## src/rtl/jtag_tap_slave_if.sv

```systemverilog
// Purpose : JTAG pins and the parallel user/debug signals of the
//           jtag_tap_slave, bundled so both ends share one declaration.
// Signals : TCK/TMS/TDI  JTAG pins driven by the master (probe side)
//           USER_IN      16-bit value captured into the USER data register
//           TDO/TDO_OE   serial data out and its valid qualifier
//           USER_OUT     USER register value latched at Update-DR
//           UPDATE_STB   one-FASTCLK pulse when USER_OUT is loaded
//           TAP_STATE    current TAP state code
//           IR_Q         active instruction
interface jtag_tap_slave_if #(
  parameter int IR_WIDTH = 8
);
  logic                TCK;
  logic                TMS;
  logic                TDI;
  logic [15:0]         USER_IN;
  logic                TDO;
  logic                TDO_OE;
  logic [15:0]         USER_OUT;
  logic                UPDATE_STB;
  logic [3:0]          TAP_STATE;
  logic [IR_WIDTH-1:0] IR_Q;

  modport master (
    output TCK, TMS, TDI, USER_IN,
    input  TDO, TDO_OE, USER_OUT, UPDATE_STB, TAP_STATE, IR_Q
  );

  modport slave (
    input  TCK, TMS, TDI, USER_IN,
    output TDO, TDO_OE, USER_OUT, UPDATE_STB, TAP_STATE, IR_Q
  );
endinterface

```

## src/rtl/jtag_tap_slave.sv

```systemverilog
// Purpose : IEEE 1149.1 TAP controller running entirely in the FASTCLK
//           domain. TCK/TMS/TDI are oversampled through 2-flop
//           synchronizers and TCK edges are detected as data. Supports
//           IDCODE (32-bit DR), USER (16-bit DR) and BYPASS (1-bit DR).
// Ports   : FASTCLK  sole clock, all flops rising edge
//           RST_B    asynchronous active-low reset
//           bus      jtag_tap_slave_if.slave (JTAG pins, USER_IN/OUT,
//                    UPDATE_STB, TAP_STATE, IR_Q)
// Params  : IR_WIDTH instruction length (>=2), IDCODE capture value,
//           TMR      1 = every flop triplicated with majority vote
module jtag_tap_slave #(
  parameter int          IR_WIDTH = 8,
  parameter logic [31:0] IDCODE   = 32'h0DB70001,
  parameter bit          TMR      = 1'b0
) (
  input  logic              FASTCLK,
  input  logic              RST_B,
  jtag_tap_slave_if.slave   bus
);

  typedef enum logic [3:0] {
    TLR   = 4'hF, RTI   = 4'hC,
    SELDR = 4'h7, CAPDR = 4'h6, SHDR  = 4'h2, EX1DR = 4'h1,
    PAUDR = 4'h3, EX2DR = 4'h0, UPDDR = 4'h5,
    SELIR = 4'h4, CAPIR = 4'hE, SHIR  = 4'hA, EX1IR = 4'h9,
    PAUIR = 4'hB, EX2IR = 4'h8, UPDIR = 4'hD
  } tap_state_e;

  // All state lives in one packed record so TMR can wrap it uniformly.
  typedef struct packed {
    logic                tck_s1;
    logic                tck_s2;
    logic                tck_prev;
    logic                tms_s1;
    logic                tms_s2;
    logic                tdi_s1;
    logic                tdi_s2;
    logic [1:0]          fill;     // cycles since reset, saturates at 3
    logic                armed;    // synchronized TCK seen low after reset
    tap_state_e          state;
    logic [IR_WIDTH-1:0] ir_sr;
    logic [IR_WIDTH-1:0] ir_q;
    logic [31:0]         dr_id;
    logic [15:0]         dr_user;
    logic                dr_byp;
    logic                tdo;
    logic                tdo_oe;
    logic [15:0]         user_out;
    logic                upd_stb;
  } regs_t;

  localparam int                  W          = $bits(regs_t);
  localparam logic [IR_WIDTH-1:0] IR_IDCODE  = IR_WIDTH'(1);
  localparam logic [IR_WIDTH-1:0] IR_USER    = IR_WIDTH'(2);

  function automatic regs_t f_reset_val();
    regs_t v;
    v       = '0;
    v.state = TLR;
    v.ir_q  = IR_IDCODE;
    return v;
  endfunction

  // Bitwise 2-of-3 majority.
  function automatic logic [W-1:0] f_vote(input logic [W-1:0] a,
                                          input logic [W-1:0] b,
                                          input logic [W-1:0] c);
    return (a & b) | (a & c) | (b & c);
  endfunction

  localparam regs_t RESET_VAL = f_reset_val();

  regs_t      w_q;
  regs_t      w_d;
  tap_state_e w_state_nxt;
  logic       w_rise;
  logic       w_fall;
  logic       w_sel_id;
  logic       w_sel_user;
  logic       w_dr_lsb;
  logic       w_in_shift;

  generate
    if (TMR) begin : g_tmr
      regs_t r_q0;
      regs_t r_q1;
      regs_t r_q2;
      // Three identical copies; the voted value feeds back so a single upset self-heals.
      always_ff @(posedge FASTCLK or negedge RST_B) begin
        if (!RST_B) begin
          r_q0 <= RESET_VAL;
          r_q1 <= RESET_VAL;
          r_q2 <= RESET_VAL;
        end else begin
          r_q0 <= w_d;
          r_q1 <= w_d;
          r_q2 <= w_d;
        end
      end
      assign w_q = regs_t'(f_vote(r_q0, r_q1, r_q2));
    end else begin : g_plain
      regs_t r_q;
      // Single copy of the state record.
      always_ff @(posedge FASTCLK or negedge RST_B) begin
        if (!RST_B) begin
          r_q <= RESET_VAL;
        end else begin
          r_q <= w_d;
        end
      end
      assign w_q = r_q;
    end
  endgenerate

  // Edges are ignored until TCK has been seen low, so a TCK held high through reset release is not a rise.
  assign w_rise     = w_q.armed &  w_q.tck_s2 & ~w_q.tck_prev;
  assign w_fall     = w_q.armed & ~w_q.tck_s2 &  w_q.tck_prev;
  assign w_sel_id   = (w_q.ir_q == IR_IDCODE);
  assign w_sel_user = (w_q.ir_q == IR_USER);
  assign w_in_shift = (w_q.state == SHIR) || (w_q.state == SHDR);

  // LSB of the data register selected by the active instruction.
  always_comb begin
    w_dr_lsb = w_q.dr_byp;
    if (w_sel_id) begin
      w_dr_lsb = w_q.dr_id[0];
    end else if (w_sel_user) begin
      w_dr_lsb = w_q.dr_user[0];
    end else begin
      w_dr_lsb = w_q.dr_byp;
    end
  end

  // TAP next-state table, evaluated with synchronized TMS.
  always_comb begin
    w_state_nxt = TLR;
    case (w_q.state)
      TLR:     w_state_nxt = w_q.tms_s2 ? TLR   : RTI;
      RTI:     w_state_nxt = w_q.tms_s2 ? SELDR : RTI;
      SELDR:   w_state_nxt = w_q.tms_s2 ? SELIR : CAPDR;
      CAPDR:   w_state_nxt = w_q.tms_s2 ? EX1DR : SHDR;
      SHDR:    w_state_nxt = w_q.tms_s2 ? EX1DR : SHDR;
      EX1DR:   w_state_nxt = w_q.tms_s2 ? UPDDR : PAUDR;
      PAUDR:   w_state_nxt = w_q.tms_s2 ? EX2DR : PAUDR;
      EX2DR:   w_state_nxt = w_q.tms_s2 ? UPDDR : SHDR;
      UPDDR:   w_state_nxt = w_q.tms_s2 ? SELDR : RTI;
      SELIR:   w_state_nxt = w_q.tms_s2 ? TLR   : CAPIR;
      CAPIR:   w_state_nxt = w_q.tms_s2 ? EX1IR : SHIR;
      SHIR:    w_state_nxt = w_q.tms_s2 ? EX1IR : SHIR;
      EX1IR:   w_state_nxt = w_q.tms_s2 ? UPDIR : PAUIR;
      PAUIR:   w_state_nxt = w_q.tms_s2 ? EX2IR : PAUIR;
      EX2IR:   w_state_nxt = w_q.tms_s2 ? UPDIR : SHIR;
      UPDIR:   w_state_nxt = w_q.tms_s2 ? SELDR : RTI;
      default: w_state_nxt = TLR;
    endcase
  end

  // Next value of the whole state record: synchronizers, rise actions, fall actions.
  always_comb begin
    w_d         = w_q;
    w_d.upd_stb = 1'b0;

    w_d.tck_s1   = bus.TCK;
    w_d.tck_s2   = w_q.tck_s1;
    w_d.tck_prev = w_q.tck_s2;
    w_d.tms_s1   = bus.TMS;
    w_d.tms_s2   = w_q.tms_s1;
    w_d.tdi_s1   = bus.TDI;
    w_d.tdi_s2   = w_q.tdi_s1;

    // fill guarantees s2 reflects the pin, not the reset value, before arming.
    if (w_q.fill != 2'd3) begin
      w_d.fill = w_q.fill + 2'd1;
    end else begin
      w_d.fill = w_q.fill;
    end
    if ((w_q.fill == 2'd3) && !w_q.tck_s2) begin
      w_d.armed = 1'b1;
    end else begin
      w_d.armed = w_q.armed;
    end

    if (w_rise) begin
      w_d.state = w_state_nxt;
      case (w_q.state)
        CAPIR: w_d.ir_sr = IR_WIDTH'(1);
        SHIR:  w_d.ir_sr = {w_q.tdi_s2, w_q.ir_sr[IR_WIDTH-1:1]};
        CAPDR: begin
          if (w_sel_id) begin
            w_d.dr_id = IDCODE;
          end else if (w_sel_user) begin
            w_d.dr_user = bus.USER_IN;
          end else begin
            w_d.dr_byp = 1'b0;
          end
        end
        SHDR: begin
          if (w_sel_id) begin
            w_d.dr_id = {w_q.tdi_s2, w_q.dr_id[31:1]};
          end else if (w_sel_user) begin
            w_d.dr_user = {w_q.tdi_s2, w_q.dr_user[15:1]};
          end else begin
            w_d.dr_byp = w_q.tdi_s2;
          end
        end
        default: w_d.ir_sr = w_q.ir_sr;
      endcase
      if (w_state_nxt == TLR) begin
        w_d.ir_q = IR_IDCODE;
      end else begin
        w_d.ir_q = w_q.ir_q;
      end
    end else if (w_fall) begin
      w_d.tdo_oe = w_in_shift;
      if (w_q.state == SHIR) begin
        w_d.tdo = w_q.ir_sr[0];
      end else if (w_q.state == SHDR) begin
        w_d.tdo = w_dr_lsb;
      end else begin
        w_d.tdo = 1'b0;
      end
      if (w_q.state == UPDIR) begin
        w_d.ir_q = w_q.ir_sr;
      end else if ((w_q.state == UPDDR) && w_sel_user) begin
        w_d.user_out = w_q.dr_user;
        w_d.upd_stb  = 1'b1;
      end else begin
        w_d.ir_q = w_q.ir_q;
      end
    end else begin
      w_d.state = w_q.state;
    end
  end

  assign bus.TDO        = w_q.tdo;
  assign bus.TDO_OE     = w_q.tdo_oe;
  assign bus.USER_OUT   = w_q.user_out;
  assign bus.UPDATE_STB = w_q.upd_stb;
  assign bus.TAP_STATE  = w_q.state;
  assign bus.IR_Q       = w_q.ir_q;

endmodule

```

## src/flat_wrapper.sv

```systemverilog
// flat-port wrapper written by rule: the top's interface ports become plain ports
module jtag_tap_slave_flat 
#(
  parameter int          IR_WIDTH = 8,
  parameter logic [31:0] IDCODE   = 32'h0DB70001,
  parameter bit          TMR      = 1'b0
)
  (FASTCLK, RST_B, bus_TCK, bus_TMS, bus_TDI, bus_USER_IN, bus_TDO, bus_TDO_OE, bus_USER_OUT, bus_UPDATE_STB, bus_TAP_STATE, bus_IR_Q);
  jtag_tap_slave_if #(.IR_WIDTH(IR_WIDTH)) bus_i ();
  input  logic FASTCLK;
  input  logic RST_B;
  input wire logic [$bits(bus_i.TCK)-1:0] bus_TCK;
  input wire logic [$bits(bus_i.TMS)-1:0] bus_TMS;
  input wire logic [$bits(bus_i.TDI)-1:0] bus_TDI;
  input wire logic [$bits(bus_i.USER_IN)-1:0] bus_USER_IN;
  output wire logic [$bits(bus_i.TDO)-1:0] bus_TDO;
  output wire logic [$bits(bus_i.TDO_OE)-1:0] bus_TDO_OE;
  output wire logic [$bits(bus_i.USER_OUT)-1:0] bus_USER_OUT;
  output wire logic [$bits(bus_i.UPDATE_STB)-1:0] bus_UPDATE_STB;
  output wire logic [$bits(bus_i.TAP_STATE)-1:0] bus_TAP_STATE;
  output wire logic [$bits(bus_i.IR_Q)-1:0] bus_IR_Q;
  assign bus_i.TCK = bus_TCK;
  assign bus_i.TMS = bus_TMS;
  assign bus_i.TDI = bus_TDI;
  assign bus_i.USER_IN = bus_USER_IN;
  assign bus_TDO = bus_i.TDO;
  assign bus_TDO_OE = bus_i.TDO_OE;
  assign bus_USER_OUT = bus_i.USER_OUT;
  assign bus_UPDATE_STB = bus_i.UPDATE_STB;
  assign bus_TAP_STATE = bus_i.TAP_STATE;
  assign bus_IR_Q = bus_i.IR_Q;
  jtag_tap_slave #(.IR_WIDTH(IR_WIDTH), .IDCODE(IDCODE), .TMR(TMR)) u_core (.FASTCLK(FASTCLK), .RST_B(RST_B), .bus(bus_i));
endmodule
```

## config.mk

```make
export PLATFORM = sky130hd
export DESIGN_NAME = jtag_tap_slave_flat
export DESIGN_NICKNAME = d
export VERILOG_FILES = /design/src/rtl/jtag_tap_slave_if.sv /design/src/rtl/jtag_tap_slave.sv /design/src/flat_wrapper.sv
export SDC_FILE = /design/constraint.sdc
export NUM_CORES = 1
export LEC_CHECK = 0
export ABC_AREA = 0
export CAP_MARGIN = 5
export CORE_MARGIN = 2
export CORE_UTILIZATION = 60
export CTS_BUF_LIST = sky130_fd_sc_hd__clkbuf_8 sky130_fd_sc_hd__clkbuf_16
export CTS_CLUSTER_DIAMETER = 60
export DETAILED_ROUTE_END_ITERATION = 10
export DONT_BUFFER_PORTS = 1
export GPL_ROUTABILITY_DRIVEN = 0
export MAX_ROUTING_LAYER = met4
export PLACE_DENSITY_LB_ADDON = 0.1
export SETUP_SLACK_MARGIN = 0.2
export SLEW_MARGIN = 15
export SYNTH_ARGS = -nofsm -noshare
export SYNTH_HDL_FRONTEND = slang
export SYNTH_SLANG_ARGS = --single-unit
export TNS_END_PERCENT = 30
```

## constraint.sdc

```tcl
create_clock -name FASTCLK -period 2.21 [get_ports FASTCLK]
set_input_delay 0.1105 -clock FASTCLK [delete_from_list [all_inputs] [get_ports FASTCLK]]
set_output_delay 0.1105 -clock FASTCLK [all_outputs]
set_load 0.02 [all_outputs]
```

Yosys cells after proc, flatten, opt, wreduce, memory -nomap -nowiden
Index checks and enable logic that the tools add are counted.
- register bits after elaboration: 98
- output and inout bits: 31
- logic and storage cells: 111
- add/sub/neg operators: 1
- equal/unequal tests: 29
- muxes and demuxes: 35
- bitwise gates (word level): 8
- reduce and logical (&&, ||, !) cells: 19
- operators with widths (operator ; count):
    case mux 49 bit (2 select lines) ; 1
    two-way mux 32 bit ; 2
    case mux 4 bit (12 select lines) ; 1
    equality test 4 bit, second input constant ; 9
    two-way mux 17 bit ; 2
    two-way mux 16 bit ; 2
    two-way mux 8 bit ; 4
    equality test 4 x 3 -> 1 bit, second input constant ; 4
    case mux 8 bit (2 select lines) ; 1
    two-way mux 2 bit ; 6
    two-way mux 3 bit ; 4
    != test 2 bit, second input constant ; 6
    AND reduction 6 bit ; 2
    two-way mux 1 bit ; 11
    equality test 4 x 2 -> 1 bit, second input constant ; 2
    equality test 8 x 1 -> 1 bit, second input constant ; 1
    equality test 8 x 2 -> 1 bit, second input constant ; 1
    != test 2 x 1 -> 1 bit, second input constant ; 4
    AND reduction 4 bit ; 2
    nonzero test 2 bit ; 4
    AND 1 bit ; 4
    equality test 4 x 1 -> 1 bit, second input constant ; 1
    logical NOT 4 bit ; 1
    two-way mux 4 bit ; 1
    other kinds (10) ; 16

Longest topological paths before layout
- depth after elaboration: 6
- mapped depth: 7

Worst setup path before layout
Ideal clock, no wire load.
- path kind: reg2reg
- start point: register u_core.g_plain.r_q (netlist bit u_core.bus.TAP_STATE[0])
- end point: register u_core.g_plain.r_q (netlist bit u_core.bus.USER_OUT[11])
- arrival time: 1.828 ns
- slack: 0.258 ns
- stages on the path, launching flop included: 6
- buffers on the path: 2
- path through: dfstp_2 clkbuf_1 nand3_1 nor4_4 buf_4 mux2_2
- longest elaborated chain between the ends: 3
- elaborated cells on any way between the ends: 5
- RTL lines (item ; line ; RTL):
    start: declaration ; jtag_tap_slave.sv:102 ; regs_t r_q;
    start signal: assignment ; jtag_tap_slave.sv:108 ; r_q <= w_d;
    equality test 4 x 3 -> 1 bit / equality test 4 bit (equally long branches) ; jtag_tap_slave.sv:224, jtag_tap_slave.sv:222 ;
    logical AND 1 bit / inverter 1 bit (equally long branches) ; n/a ;
    AND reduction 4 bit (no source line) (*) ; n/a ;
Mark *: on every way between the ends. The rest lies on a longest branch, timed or not.
A chain may end at the register's enable or synchronous reset.

Worst setup path in the final report
- start point: register u_core.g_plain.r_q (netlist bit u_core.bus.IR_Q[7])
- end point: register u_core.g_plain.r_q (netlist bit u_core.bus.USER_OUT[11])
- longest elaborated chain between the ends: 3
- RTL lines (item ; line ; RTL):
    equality test 8 x 2 -> 1 bit ; jtag_tap_slave.sv:119 ; assign w_sel_user = (w_q.ir_q == IR_USER);
    logical AND 1 bit ; jtag_tap_slave.sv:224 ; end else if ((w_q.state == UPDDR) && w_sel_user) begin
    AND reduction 4 bit (no source line) ; n/a ;
No other way between the ends.

==> impl_metrics.py <==
metrics = {
    "sta": {
        "fin_skew_ns": 0.0122,
        "fmax_ghz": 0.529,
        "hold_viol": 98,
        "fin_crit_sh_pct": 85.5,
        "drv_slew": 0,
        "fin_setup_tns_ns": 0,
        "rsz0062_at_grt": "no",
        "tightestPinTransition_ns": 0.480,
        "setup_violations": 0,
        "slew_headroom_pct": 67.2,
        "period_needed_ns": 1.89,
        "whs_ns": -0.567,
    },
    "floorplan": {
        "core_sq_mm": 0.00721,
        "fp.dieW_um": 89.9,
        "die-height_um": 89.9,
        "num_io_pins": 52,
        "row_count": 31,
        "dieArea_sq_mm": 0.00809,
        "start_util_pct": 61.4,
    },
    "job": {
        "drv_cap": 0,
    },
    "final_layout": {
        "num_antenna_cells": 0,
        "final_cell_mix": "124 x nand2_1, 93 x dfrtp_1, 27 x nor2_1, 25 x nand3_1, 19 x dlygate4sd3_1",
        "final_area_sq_mm": 0.00479,
        "layout.nets": 469,
        "syn2layout_area_growth_pct": 8.16,
        "fillers": 610,
        "final_common_cell": "nand2_1",
        "final_core_util_pct": 66.4,
        "drive_gt1_share_pct": 13.1,
    },
    "logic_synthesis": {
        "synth_area_leader_cell": "dfrtp_1",
        "synth-edff-count": 0,
        "yosysSeqAreaShare_pct": 55.5,
        "synth_warnings": 0,
        "syn_area_per_cell_sq_um": 9.80,
        "syn_nets": 474,
        "synth_cell_types": 41,
        "netlist_instances": 452,
        "synthArstFlopShare_pct": 100,
        "yosys.area.top_type_share_pct": 52.5,
        "synthTopCellsByArea": "dfrtp_1 53%, nand2_1 11%, buf_4 4.9%",
        "ys_ff_latch": 98,
        "syn-cell-area_sq_mm": 0.00443,
        "synth_ff_type": "dfrtp_1",
    },
    "power_and_ir_drop": {
        "powerDensity_mw_per_mm2": 816,
        "p_leak_uw": 0.00231,
        "vdd_drop_max_uv": 483,
    },
    "critical_path": {
        "startpoint_type": "register",
        "cp_cell_sequence": "nor2_1, nand3_2, nor4_4, buf_12, mux2_2",
        "reg2reg_slack_ns": 0.32,
        "crit_family": "simple AND/OR/NAND/NOR gates",
        "startpoint": "u_core.bus.IR_Q[7]$_DFFE_PN0P_",
        "crit_buf_inv": 1,
        "r2r_start": "u_core.bus.IR_Q[7]$_DFFE_PN0P_",
        "end_kind": "register",
        "arrival_ns": 2.14,
        "required_ns": 2.46,
        "cp_slowest_stage_delay_ns": 0.48,
        "cp_slowest_cell": "dfrtp_1",
        "crit_fanout": 16,
        "crit_type": "register to register",
    },
    "drt": {
        "drtPass1Iterations": 4,
        "drtIter0Drc": 197,
        "antenna_left": 0,
        "drc_errors": 0,
        "viasPerCell": 5.46,
        "vias": 3007,
        "routed_wl_um": 8160,
        "wl_per_cell_um": 14.8,
    },
    "global_route": {
        "grt_pass1_wl_um": 14400,
        "grt_use_total_pct": 22.4,
        "grt_pass1_vias": 2938,
        "grt_start_max_net_pins": 99,
        "antenna_found_initial": 0,
        "overflow": 0,
    },
    "clocking": {
        "cts-buffers-inserted": 9,
        "clock-sinks": 98,
        "cts_buffer_depth": 2,
        "clk_latency_ns": 0.36,
        "postCtsSetupBuffers": 0,
        "clk_pin_slew_ns": 0.11,
        "cts_hold_buf": 19,
        "cts_root_buffer": "clkbuf_8",
        "htreeDepth": 3,
        "cts_tree": "done",
    },
    "hold_path": {
        "hp-class": "primary input to asynchronous set/reset pin",
    },
    "placed_design": {
        "port_buffers": 0,
        "place_area_sq_mm": 0.00440,
        "dp_hpwl_um": 5060,
    },
    "run_status": {
        "status": "finished, violations left",
        "failed_checks": "hold timing",
    },
}
## per-stage QoR
| stage | hold WS (ns) | cells | power, uW | setup WS, ns |
|---|---|---|---|---|
| 2_1_floorplan | -0.185 | 452 | 2680 | 0.258 |
| 3_3_place_gp | -0.183 | 516 | 2790 | 0.298 |
| 3_5_place_dp | -0.183 | 516 | 2820 | 0.224 |
| 4_1_cts | -0.582 | 551 | 3920 | 0.251 |
| 5_1_grt | -0.586 | 551 | 4130 | 0.216 |
| 6_report | -0.567 | 551 | 3910 | 0.321 |
## area by class of cell
| class | count | area, sq um | area share [%] |
|---|---|---|---|
| flip-flops and latches | 98 | 2460 | 51.4 |
| multi-input cells | 290 | 1620 | 33.8 |
| repair buffers | 37 | 362 | 7.55 |
| clock buffers | 9 | 124 | 2.58 |
| well taps | 99 | 124 | 2.58 |
| clock inverters | 7 | 58.8 | 1.23 |
| inverters | 11 | 41.3 | 0.862 |
## per-layer routing
layer / up-vias / global-route usage (%) / part of all wire [%]
li1: 1470 / - / -
met1: 1456 / 32.2 / 48
met2: 69 / 32.7 / 46
met3: 12 / 3.60 / 4.1
met4: 0 / 8.21 / 1.6
met5: - / - / 0
## Yosys cell counts (2+ instances only)
library cell and number:
nor4_2 2, mux2_2 13, a31oi_1 17, dfstp_2 5, dfrtp_1 93, buf_4 29, a21oi_1 7, nand3b_1 7
o31ai_1 3, nor2b_1 2, inv_1 11, nand2b_1 4, mux2_1 6, a211oi_1 2, buf_2 7, clkbuf_1 14
mux2i_1 8, buf_6 3, nand4_1 3, o21ai_0 17, o311ai_0 2, nand2_1 124, nand3_1 26, nor2_1 27
xnor2_1 2, or3_1 2, nor4_1 2
## logic make-up after synthesis
logic type                 after synthesis  share of synthesized area, %
muxes                                   27                          6.64
AOI/OAI and AO/OA                       54                          7.46
DFF                                     98                          55.5
buffers and inverters                   64                          8.59
adders and majority gates                1                         0.282
xor gates and xnor gates                 2                         0.395
and+or+nand+nor                        206                          21.2
## path summary, 6_finish.rpt
kind                                                        to  depth (start not counted)
setup reg to reg           u_core.bus.USER_OUT[11]$_DFFE_PN0P_                          5
hold / removal             u_core.bus.USER_OUT[12]$_DFFE_PN0P_                          0
max in group asynchronous  u_core.bus.TAP_STATE[2]$_DFFE_PN1P_                          0
setup / recovery           u_core.bus.USER_OUT[11]$_DFFE_PN0P_                          5
min in group FASTCLK          u_core.g_plain.r_q[94]$_DFF_PN0_                          1
hold reg to reg               u_core.g_plain.r_q[93]$_DFF_PN0_                          0
## sequential cells by signal, indices dropped and copies added, names as in the netlist
| signal | count |
|---|---|
| u_core.bus.USER_OUT | 16 |
| u_core.bus.TAP_STATE | 4 |
| u_core.g_plain.r_q | 67 |
| u_core.bus.TDO_OE | 1 |
| u_core.bus.TDO | 1 |
| u_core.bus.UPDATE_STB | 1 |
| u_core.bus.IR_Q | 8 |
## repair_timing
item	in CTS	in global routing
hold endpoints to repair	117	98
resized for setup	1	4
endpoints found under the setup margin	1	53
pin swaps	0	0
gates cloned	0	0
## report_power, final
group          switching [uW]  internal [uW]
registers                 197           1960
clock network             657            425
logic                     403            262
total                    1260           2650
Power figures use the tool's default switching activity.
